### src/rtl/config.sv
// Core-wide configuration macros: data-path width and bus access-size encodings.
// No logic; included by every file that needs these values.
// Guarded so that multiple inclusion is harmless.
`ifndef MEM_PORT_ARBITER_CONFIG_SV
`define MEM_PORT_ARBITER_CONFIG_SV

`define CPU_WIDTH 64

`define SIZE_B 2'b00
`define SIZE_H 2'b01
`define SIZE_W 2'b10
`define SIZE_D 2'b11

`endif

### src/rtl/mem_port_arbiter_pkg.sv
// Shared types for the memory port arbiter: FSM states, owner IDs, response codes.
// No logic, no latency.
// No flow control.
`include "config.sv"

package mem_port_arbiter_pkg;

    typedef enum logic [1:0] {
        IDLE = 2'd0,
        REQ  = 2'd1,
        WAIT = 2'd2,
        DONE = 2'd3
    } state_t;

    typedef enum logic {
        OWN_IF  = 1'b0,
        OWN_MEM = 1'b1
    } owner_t;

    localparam logic [1:0] RESP_OKAY   = 2'b00;
    localparam logic [1:0] RESP_EXOKAY = 2'b01;
    localparam logic [1:0] RESP_SLVERR = 2'b10;
    localparam logic [1:0] RESP_DECERR = 2'b11;

    // Instruction fetches are always full-word reads.
    localparam logic [1:0] FETCH_SIZE = `SIZE_W;

endpackage

### src/rtl/mem_port_arbiter_arb_pick.sv
// Chooses which of fetch / LSU gets the bus; ARB_RR_EN selects round-robin, else mem over if.
// Latency: combinational grant; round-robin history updates one cycle after a completion.
// Backpressure: none here; the losing requester simply stays valid and is reconsidered later.
`include "config.sv"

module mem_port_arbiter_arb_pick
    import mem_port_arbiter_pkg::*;
(
    input  logic   clk,
    input  logic   rst_n,
    input  logic   req_if,
    input  logic   req_mem,
    input  logic   done,
    input  owner_t done_owner,
    output logic   grant,
    output owner_t owner
);

`ifdef ARB_RR_EN
    owner_t last_owner;

    // Remember who completed most recently so a contended round favours the other side.
    always_ff @(posedge clk) begin
        if (!rst_n) begin
            last_owner <= OWN_MEM;
        end else if (done) begin
            last_owner <= done_owner;
        end
    end

    // Lone requester wins at once; on contention the side that did not go last wins.
    always_comb begin
        grant = req_if | req_mem;
        owner = OWN_MEM;
        if (req_if && req_mem) begin
            owner = (last_owner == OWN_MEM) ? OWN_IF : OWN_MEM;
        end else if (req_if) begin
            owner = OWN_IF;
        end
    end
`else
    // Fixed priority: data accesses always beat fetches.
    always_comb begin
        grant = req_if | req_mem;
        owner = req_mem ? OWN_MEM : OWN_IF;
    end

    // History inputs only matter for round-robin.
    logic unused_pick;
    assign unused_pick = ^{clk, rst_n, done, done_owner};
`endif

endmodule

### src/rtl/mem_port_arbiter.sv
// Shares one bridge port between fetch (read-only) and LSU (read/write), one transaction at a time.
// Latency: bus_valid 1 cycle after grant; owner ready 1 cycle after bus_rvalid (3 cycles minimum).
// Backpressure: bus_valid held with stable payload until bus_ready; requesters hold valid until ready.
`include "config.sv"

module mem_port_arbiter
    import mem_port_arbiter_pkg::*;
#(
    parameter int DW = `CPU_WIDTH
) (
    input  logic          i_clk,
    input  logic          i_rst_n,

    input  logic          if_valid,
    input  logic [DW-1:0] if_addr,
    output logic          if_ready,
    output logic [DW-1:0] if_rdata,
    output logic [1:0]    if_resp,

    input  logic          mem_valid,
    input  logic          mem_write,
    input  logic [DW-1:0] mem_addr,
    input  logic [1:0]    mem_size,
    input  logic [DW-1:0] mem_wdata,
    input  logic [7:0]    mem_wmask,
    output logic          mem_ready,
    output logic [DW-1:0] mem_rdata,
    output logic [1:0]    mem_resp,

    output logic          bus_valid,
    input  logic          bus_ready,
    output logic          bus_write,
    output logic [DW-1:0] bus_addr,
    output logic [1:0]    bus_size,
    output logic [DW-1:0] bus_wdata,
    output logic [7:0]    bus_wmask,
    input  logic          bus_rvalid,
    input  logic [DW-1:0] bus_rdata,
    input  logic [1:0]    bus_resp
);

    state_t        state;
    state_t        state_nxt;
    owner_t        owner;
    owner_t        pick_owner;
    logic          pick_grant;
    logic          take;
    logic          capture;

    logic          lat_write;
    logic [DW-1:0] lat_addr;
    logic [1:0]    lat_size;
    logic [DW-1:0] lat_wdata;
    logic [7:0]    lat_wmask;
    logic [DW-1:0] lat_rdata;
    logic [1:0]    lat_resp;

    mem_port_arbiter_arb_pick u_pick (
        .clk        (i_clk),
        .rst_n      (i_rst_n),
        .req_if     (if_valid),
        .req_mem    (mem_valid),
        .done       (state == DONE),
        .done_owner (owner),
        .grant      (pick_grant),
        .owner      (pick_owner)
    );

    assign take    = (state == IDLE) && pick_grant;
    // A response arriving together with the accept is taken immediately.
    assign capture = ((state == REQ) && bus_ready && bus_rvalid) ||
                     ((state == WAIT) && bus_rvalid);

    // State register.
    always_ff @(posedge i_clk) begin
        if (!i_rst_n) begin
            state <= IDLE;
        end else begin
            state <= state_nxt;
        end
    end

    // Next-state logic; IDLE always lasts at least one cycle between transactions.
    always_comb begin
        state_nxt = state;
        case (state)
            IDLE: if (pick_grant) state_nxt = REQ;
            REQ:  if (bus_ready)  state_nxt = bus_rvalid ? DONE : WAIT;
            WAIT: if (bus_rvalid) state_nxt = DONE;
            DONE: state_nxt = IDLE;
            default: state_nxt = IDLE;
        endcase
    end

    // Latch the winner's request at grant, and the bridge response when it arrives.
    always_ff @(posedge i_clk) begin
        if (!i_rst_n) begin
            owner     <= OWN_IF;
            lat_write <= 1'b0;
            lat_addr  <= '0;
            lat_size  <= '0;
            lat_wdata <= '0;
            lat_wmask <= '0;
            lat_rdata <= '0;
            lat_resp  <= RESP_OKAY;
        end else begin
            if (take) begin
                owner <= pick_owner;
                if (pick_owner == OWN_MEM) begin
                    lat_write <= mem_write;
                    lat_addr  <= mem_addr;
                    lat_size  <= mem_size;
                    lat_wdata <= mem_wdata;
                    lat_wmask <= mem_wmask;
                end else begin
                    lat_write <= 1'b0;
                    lat_addr  <= if_addr;
                    lat_size  <= FETCH_SIZE;
                    lat_wdata <= '0;
                    lat_wmask <= '0;
                end
            end
            if (capture) begin
                lat_rdata <= bus_rdata;
                lat_resp  <= bus_resp;
            end
        end
    end

    assign bus_valid = (state == REQ);
    assign bus_write = lat_write;
    assign bus_addr  = lat_addr;
    assign bus_size  = lat_size;
    assign bus_wdata = lat_wdata;
    assign bus_wmask = lat_wmask;

    // Only the owner sees a completion; response fields are zero outside the pulse.
    assign if_ready  = (state == DONE) && (owner == OWN_IF);
    assign mem_ready = (state == DONE) && (owner == OWN_MEM);
    assign if_rdata  = if_ready  ? lat_rdata : '0;
    assign if_resp   = if_ready  ? lat_resp  : RESP_OKAY;
    assign mem_rdata = mem_ready ? lat_rdata : '0;
    assign mem_resp  = mem_ready ? lat_resp  : RESP_OKAY;

endmodule

### config.mk
export PLATFORM = sky130hd
export DESIGN_NAME = mem_port_arbiter
export DESIGN_NICKNAME = d
export VERILOG_FILES = /design/src/rtl/mem_port_arbiter_pkg.sv /design/src/rtl/mem_port_arbiter_arb_pick.sv /design/src/rtl/mem_port_arbiter.sv
export VERILOG_INCLUDE_DIRS = /design/src /design/src/rtl
export SDC_FILE = /design/constraint.sdc
export NUM_CORES = 1
export LEC_CHECK = 0
export CAP_MARGIN = 20
export CORE_AREA = 2 2 213 215
export DETAILED_ROUTE_END_ITERATION = 10
export DIE_AREA = 0 0 215 217
export GPL_ROUTABILITY_DRIVEN = 0
export SLEW_MARGIN = 15
export SYNTH_ARGS = -nofsm -noshare
export SYNTH_HDL_FRONTEND = slang
export SYNTH_HIERARCHICAL = 1
export SYNTH_SLANG_ARGS = --single-unit
### constraint.sdc
create_clock -name i_clk -period 1.7 [get_ports i_clk]
set_input_delay 0.34 -clock i_clk [delete_from_list [all_inputs] [get_ports i_clk]]
set_output_delay 0.34 -clock i_clk [all_outputs]
set_load 0.1 [all_outputs]
# After elaboration in Yosys (flattened, before gate mapping)
# Index checks and enable logic that the tools add are counted.
[word_totals]
regBits = 208
latch_bits = 0
mem_bits_rw = 0
rom_bits = 0
in_bits = 275
output_inout_bits = 274
word_cells = 41
n_memories = 0
[op_classes]
n_addsub = 0
multipliers = 0
div_mod_pow = 0
order_cmp = 0
n_eq_ne = 6
n_shift = 0
n_mux = 15
bitwise = 2
n_reduce_logical = 9
[ops]
columns = ["cell", "n"]
rows = [
  ["64-bit 2-to-1 mux", 4],
  ["2-bit 2-to-1 mux", 6],
  ["8-bit 2-to-1 mux", 1],
  ["2-bit one-hot mux with 4 select lines", 1],
  ["1-bit logical AND", 6],
  ["2-bit equality test (second input constant)", 2],
  ["2-bit inequality test (second input constant)", 2],
  ["1-bit 2-to-1 mux", 3],
  ["3-bit AND reduction", 1],
  ["2-bit by 1-bit equality test with 1-bit output (second input constant)", 1],
  ["2-bit logical NOT", 1],
  ["2-bit by 1-bit inequality test with 1-bit output (second input constant)", 1],
  ["1-bit logical OR", 1],
  ["1-bit inverter", 1],
  ["1-bit bitwise OR", 1],
]

# Depth between registers and ports, before layout
[depth]
ltp_word = 4
mapped_depth = 8
depth_no_buf = 5

# Hierarchy
# Netlist, hierarchy kept.
[modules_own_cells]
columns = ["module", "n_inst", "cells_per_inst", "area_per_inst_um2", "seq_area_each_um2"]
rows = [
  ["mem_port_arbiter", 1, 1105, 9230.1, 4164.0],
  ["mem_port_arbiter_arb_pick", 1, 2, 13.8, 0.0],
]

# Worst setup path before layout
# No wires, ideal clock.
[synth_path]
path_type = "reg2out"
from = "register state[1]"
to = "output port if_rdata[55]"
arrival_ns = 2.620
required_time_ns = 1.360
path_slack_ns = -1.260
stages_incl_launch_ff = 5
n_path_buf = 1
cell_sequence = "dfxtp_1 ha_1 nor2b_2 clkbuf_1 and2_1"
[synth_between]
elab_chain_cells = 3
[synth_lines]
columns = ["item", "line_no", "rtl"]
rows = [
  ["start: declaration", "mem_port_arbiter.sv:42", "state_t state;"],
  ["start signal: assignment", "mem_port_arbiter.sv:79", "state <= state_nxt;"],
  ["2-bit equality test", "mem_port_arbiter.sv:138", "assign if_ready = (state == DONE) && (owner == OWN_IF);"],
  ["1-bit logical AND", "mem_port_arbiter.sv:138", ""],
  ["via if_ready", "mem_port_arbiter.sv:16", "output logic if_ready,"],
  ["64-bit 2-to-1 mux", "mem_port_arbiter.sv:140", "assign if_rdata = if_ready ? lat_rdata : '0;"],
  ["end: declaration", "mem_port_arbiter.sv:17", "output logic [DW-1:0] if_rdata,"],
]
# The timed path passes the listed nets, and every way through them passes these cells.

# Worst setup path after layout
[layout_path]
from = "register state[1]"
to = "output port mem_rdata[27]"
[layout_between]
elab_chain_cells = 3
[layout_lines]
columns = ["item", "line_no", "rtl"]
rows = [
  ["2-bit equality test", "mem_port_arbiter.sv:139", "assign mem_ready = (state == DONE) && (owner == OWN_MEM);"],
  ["1-bit logical AND", "mem_port_arbiter.sv:139", ""],
  ["64-bit 2-to-1 mux", "mem_port_arbiter.sv:142", "assign mem_rdata = mem_ready ? lat_rdata : '0;"],
  ["end: declaration", "mem_port_arbiter.sv:27", "output logic [DW-1:0] mem_rdata,"],
]
# Every way passes these cells.

==> impl_metrics.tcl <==
set metrics [dict create \
    r2r_start "state[1]" \
    drt_iter0_drc 504 \
    dp_slack_ns -0.257 \
    skew_ns 0.00890 \
    multi_input_area_sq_mm 0.00504 \
    start_util 0.207 \
    cts_made_buffers 26 \
    die_width_um 215 \
    fin_crit_sh 1.32 \
    synth-xor-area-share 0 \
    coreArea_sq_mm 0.0447 \
    synthMuxAreaShare 0.0693 \
    worstPathMaxFanout 17 \
    hold_slack_ns 0.319 \
    maxSlewHeadroom 0.621 \
    dieArea_sq_mm 0.0467 \
    arrival_ns 1.90 \
    syn_area_per_cell_sq_um 8.35 \
    htree_levels 1 \
    synthArstFlopShare 0 \
    grt_overflow 0 \
    ant_nets 0 \
    rsz0062_at_grt "yes" \
    area.sequential_sq_mm 0.00417 \
    synth_area_leaders "dfxtp_1 45%, a21oi_1 7.7%, nand3_1 7.6%" \
    yosys_warnings 6 \
    min_path_type "in -> reg" \
    cp_cell_sequence "ha_4, buf_4, bufbuf_16, and3_2, buf_12" \
    rr_endpoint "lat_rdata[4]" \
    nFillCells 4122 \
    synth-edff-count 0 \
    drive_above_1_share 0.358 \
    setup_viol 201 \
    cpPeakStageDelay_ns 0.36 \
    postSynthCellCount 1107 \
    antenna_found_initial 1 \
    grtUsageMet1 0.195 \
    syn_to_final_growth_pct 124 \
    grt_pass1_vias 10445 \
    groute.usage.overall 0.168 \
    p_leak_uw 0.00799 \
    grt.busiest_layer "met2" \
    drt-total-wl_mm 42.2 \
    cts_sinks 208 \
    drtPass1Iterations 5 \
    cp.required_ns 1.36 \
    status "finished with violations" \
    cts_root_buf "clkbuf_16" \
    drc_errors 0 \
    synth_top_cell_by_area "dfxtp_1" \
    rrSetupSlack_ns -0.11 \
    critPathCaptureType "output port" \
    drv_cap 0 \
    yosysUniqueCellTypes 32 \
    ys_ff_latch 208 \
    seq_area_frac_synth 0.450 \
    cp-start-kind "register" \
    clk_latency_ns 0.54 \
    violations "negative setup slack" \
    grt_pass1_wl_mm 62.0 \
    place_hpwl_mm 29.2 \
    synth_flop_cell "dfxtp_1" \
    crit_path_top_delay_cell "dfxtp_2" \
    synth-compound-area-share 0.174 \
    n_antenna_cell 0 \
    yosysTopAreaCellShare 0.450 \
    dp.cells 2191 \
    synthAdderAreaFrac 0.00677 \
    powerDensity_mw_per_mm2 1540 \
    worst_slack_ns -0.536 \
    avgRoutedWirePerCell_um 18.5 \
    io_buffer_count 548 \
    die_y_um 217 \
    hold_buffers 0 \
    ios 549 \
    ir_drop_uv 1040 \
    drv_slew 0 \
    worst-setup-path-type "reg -> out" \
    cts_tree "yes" \
    synth_top_family_by_area "simple AND/OR/NAND/NOR gates" \
    via_count 10494 \
    use_met2 0.295 \
    fmax_ghz 0.447 \
    setup.worst_path.start "state[1]" \
    worst_slew_pin_slew_ns 0.569 \
    hold_violations 0 \
    synth_area_sq_mm 0.00924 \
    grt_use_met3 0.0513 \
    fin_crit_ns 2.24 \
    clk_pin_slew_ns 0.07 \
    grt_max_degree 100 \
    reg2reg_depth 10 \
    routed_via_density 4.60 \
    syn-num-nets 1387 \
    row_count 78 \
    layout.nets 1939 \
    yosys.area_share.simple 0.232 \
    cts_max_path_buffers 3 \
    instances_no_fill 2279 \
    cp-endpoint "mem_rdata[27]" \
]
worst max-delay path, delay by kind of cell (launching register included):
kind / cells / cell delay [ns]
flops: 1 / 0.36
fa+ha+maj: 1 / 0.14
buf+inv: 3 / 0.64
simple gates: 1 / 0.22
layer usage:
| metal | vias up | wire (um) |
|---|---|---|
| met2 | 478 | 21000 |
| met4 | 2 | 1180 |
| li1 | 5005 | - |
| met3 | 73 | 3530 |
| met5 | - | 11 |
| met1 | 4936 | 16400 |
cells in the final DEF, fill, tap and decap left out, types with 3 or more instances in the layout:
| cell type | count |
|---|---|
| a21oi_1 | 132 |
| buf_4 | 31 |
| o21ai_1 | 13 |
| clkbuf_16 | 36 |
| and3_4 | 34 |
| mux2i_1 | 64 |
| nand2b_1 | 3 |
| buf_6 | 9 |
| clkinv_2 | 5 |
| bufbuf_16 | 3 |
| o21ai_0 | 53 |
| dfxtp_2 | 3 |
| nand3_2 | 4 |
| nand2_1 | 76 |
| a21oi_2 | 10 |
| dfxtp_1 | 205 |
| ha_4 | 4 |
| a211oi_1 | 48 |
| clkbuf_8 | 5 |
| nand3_1 | 136 |
| buf_16 | 12 |
| clkdlybuf4s50_1 | 272 |
| clkinvlp_4 | 4 |
| buf_12 | 304 |
| buf_8 | 3 |
| nor2_1 | 65 |
| a211oi_2 | 17 |
| and2_4 | 68 |
| clkbuf_1 | 3 |
| and3_2 | 32 |
report_power, final:
part / total [uW] / leakage (uW) / internal [uW] / switching [uW]
Clock: 5680 / 0.000429 / 3420 / 2260
Combinational: 19200 / 0.00586 / 7860 / 11300
Sequential: 7140 / 0.00171 / 6010 / 1130
flip-flops by register name (all words and copies together) (netlist names):
name / count
lat_rdata: 64
bus_wdata: 64
lat_resp: 2
state: 2
bus_addr: 64
bus_wmask: 8
bus_write: 1
owner: 1
bus_size: 2
how the worst min path moves through the flow:
| stage | end | cells after the start | from | slack, ns |
|---|---|---|---|---|
| after detailed placement | lat_rdata[1] | 2 | lat_rdata[1] | 0.47 |
| after CTS | owner | 4 | mem_valid | 0.28 |
| after global placement | lat_rdata[0] | 2 | lat_rdata[0] | 0.47 |
| final | owner | 4 | mem_valid | 0.32 |
| after global routing | owner | 4 | mem_valid | 0.33 |
| after floorplan | lat_rdata[63] | 2 | lat_rdata[63] | 0.46 |
metrics by stage:
stage | util | TNS, ns | cell area (sq um) | total power (uW)
finish | 0.464 | -68.63 | 20700 | 32000
floorplan | - | -2.66 | 9640 | 16900
global route | 0.464 | -86.29 | 20700 | 33400
global placement | 0.419 | -21.60 | 18800 | 23600
CTS | 0.453 | -73.39 | 20300 | 31000
detailed placement | 0.419 | -27.43 | 18800 | 23800
area by class of cell:
cell class	instances	area share
repair buffers	644	0.475
multi-input cells	775	0.243
flip-flops and latches	208	0.201
clock buffers	35	0.0365
well taps	600	0.0362
clock inverters	13	0.00640
inverters	4	0.00121
Yosys cell counts, types with 5 or more instances:
| master | count |
|---|---|
| dfxtp_1 | 208 |
| buf_6 | 9 |
| nand3_1 | 140 |
| and3_1 | 66 |
| ha_1 | 5 |
| nor2_1 | 65 |
| mux2i_1 | 64 |
| buf_4 | 12 |
| o21ai_0 | 59 |
| clkbuf_1 | 63 |
| a21oi_1 | 142 |
| o21ai_1 | 7 |
| a211oi_1 | 58 |
| buf_2 | 33 |
| a211oi_2 | 7 |
| and2_1 | 68 |
| nand2_1 | 77 |
timing repair:
action                     CTS  global route
setup buffers               13             4
setup endpoints to repair  155           312
gates cloned                12            12
gates resized for setup     38            46
pin swaps                   78            45
cell families (layout without fill, tap and decap cells):
kind of cell | after synthesis | after routing
compound gates | 278 | 278
fa+ha+maj | 5 | 5
buf+inv | 124 | 696
flops | 208 | 208
mux | 64 | 64
simple gates | 428 | 428
Power figures use the tool's default switching activity.
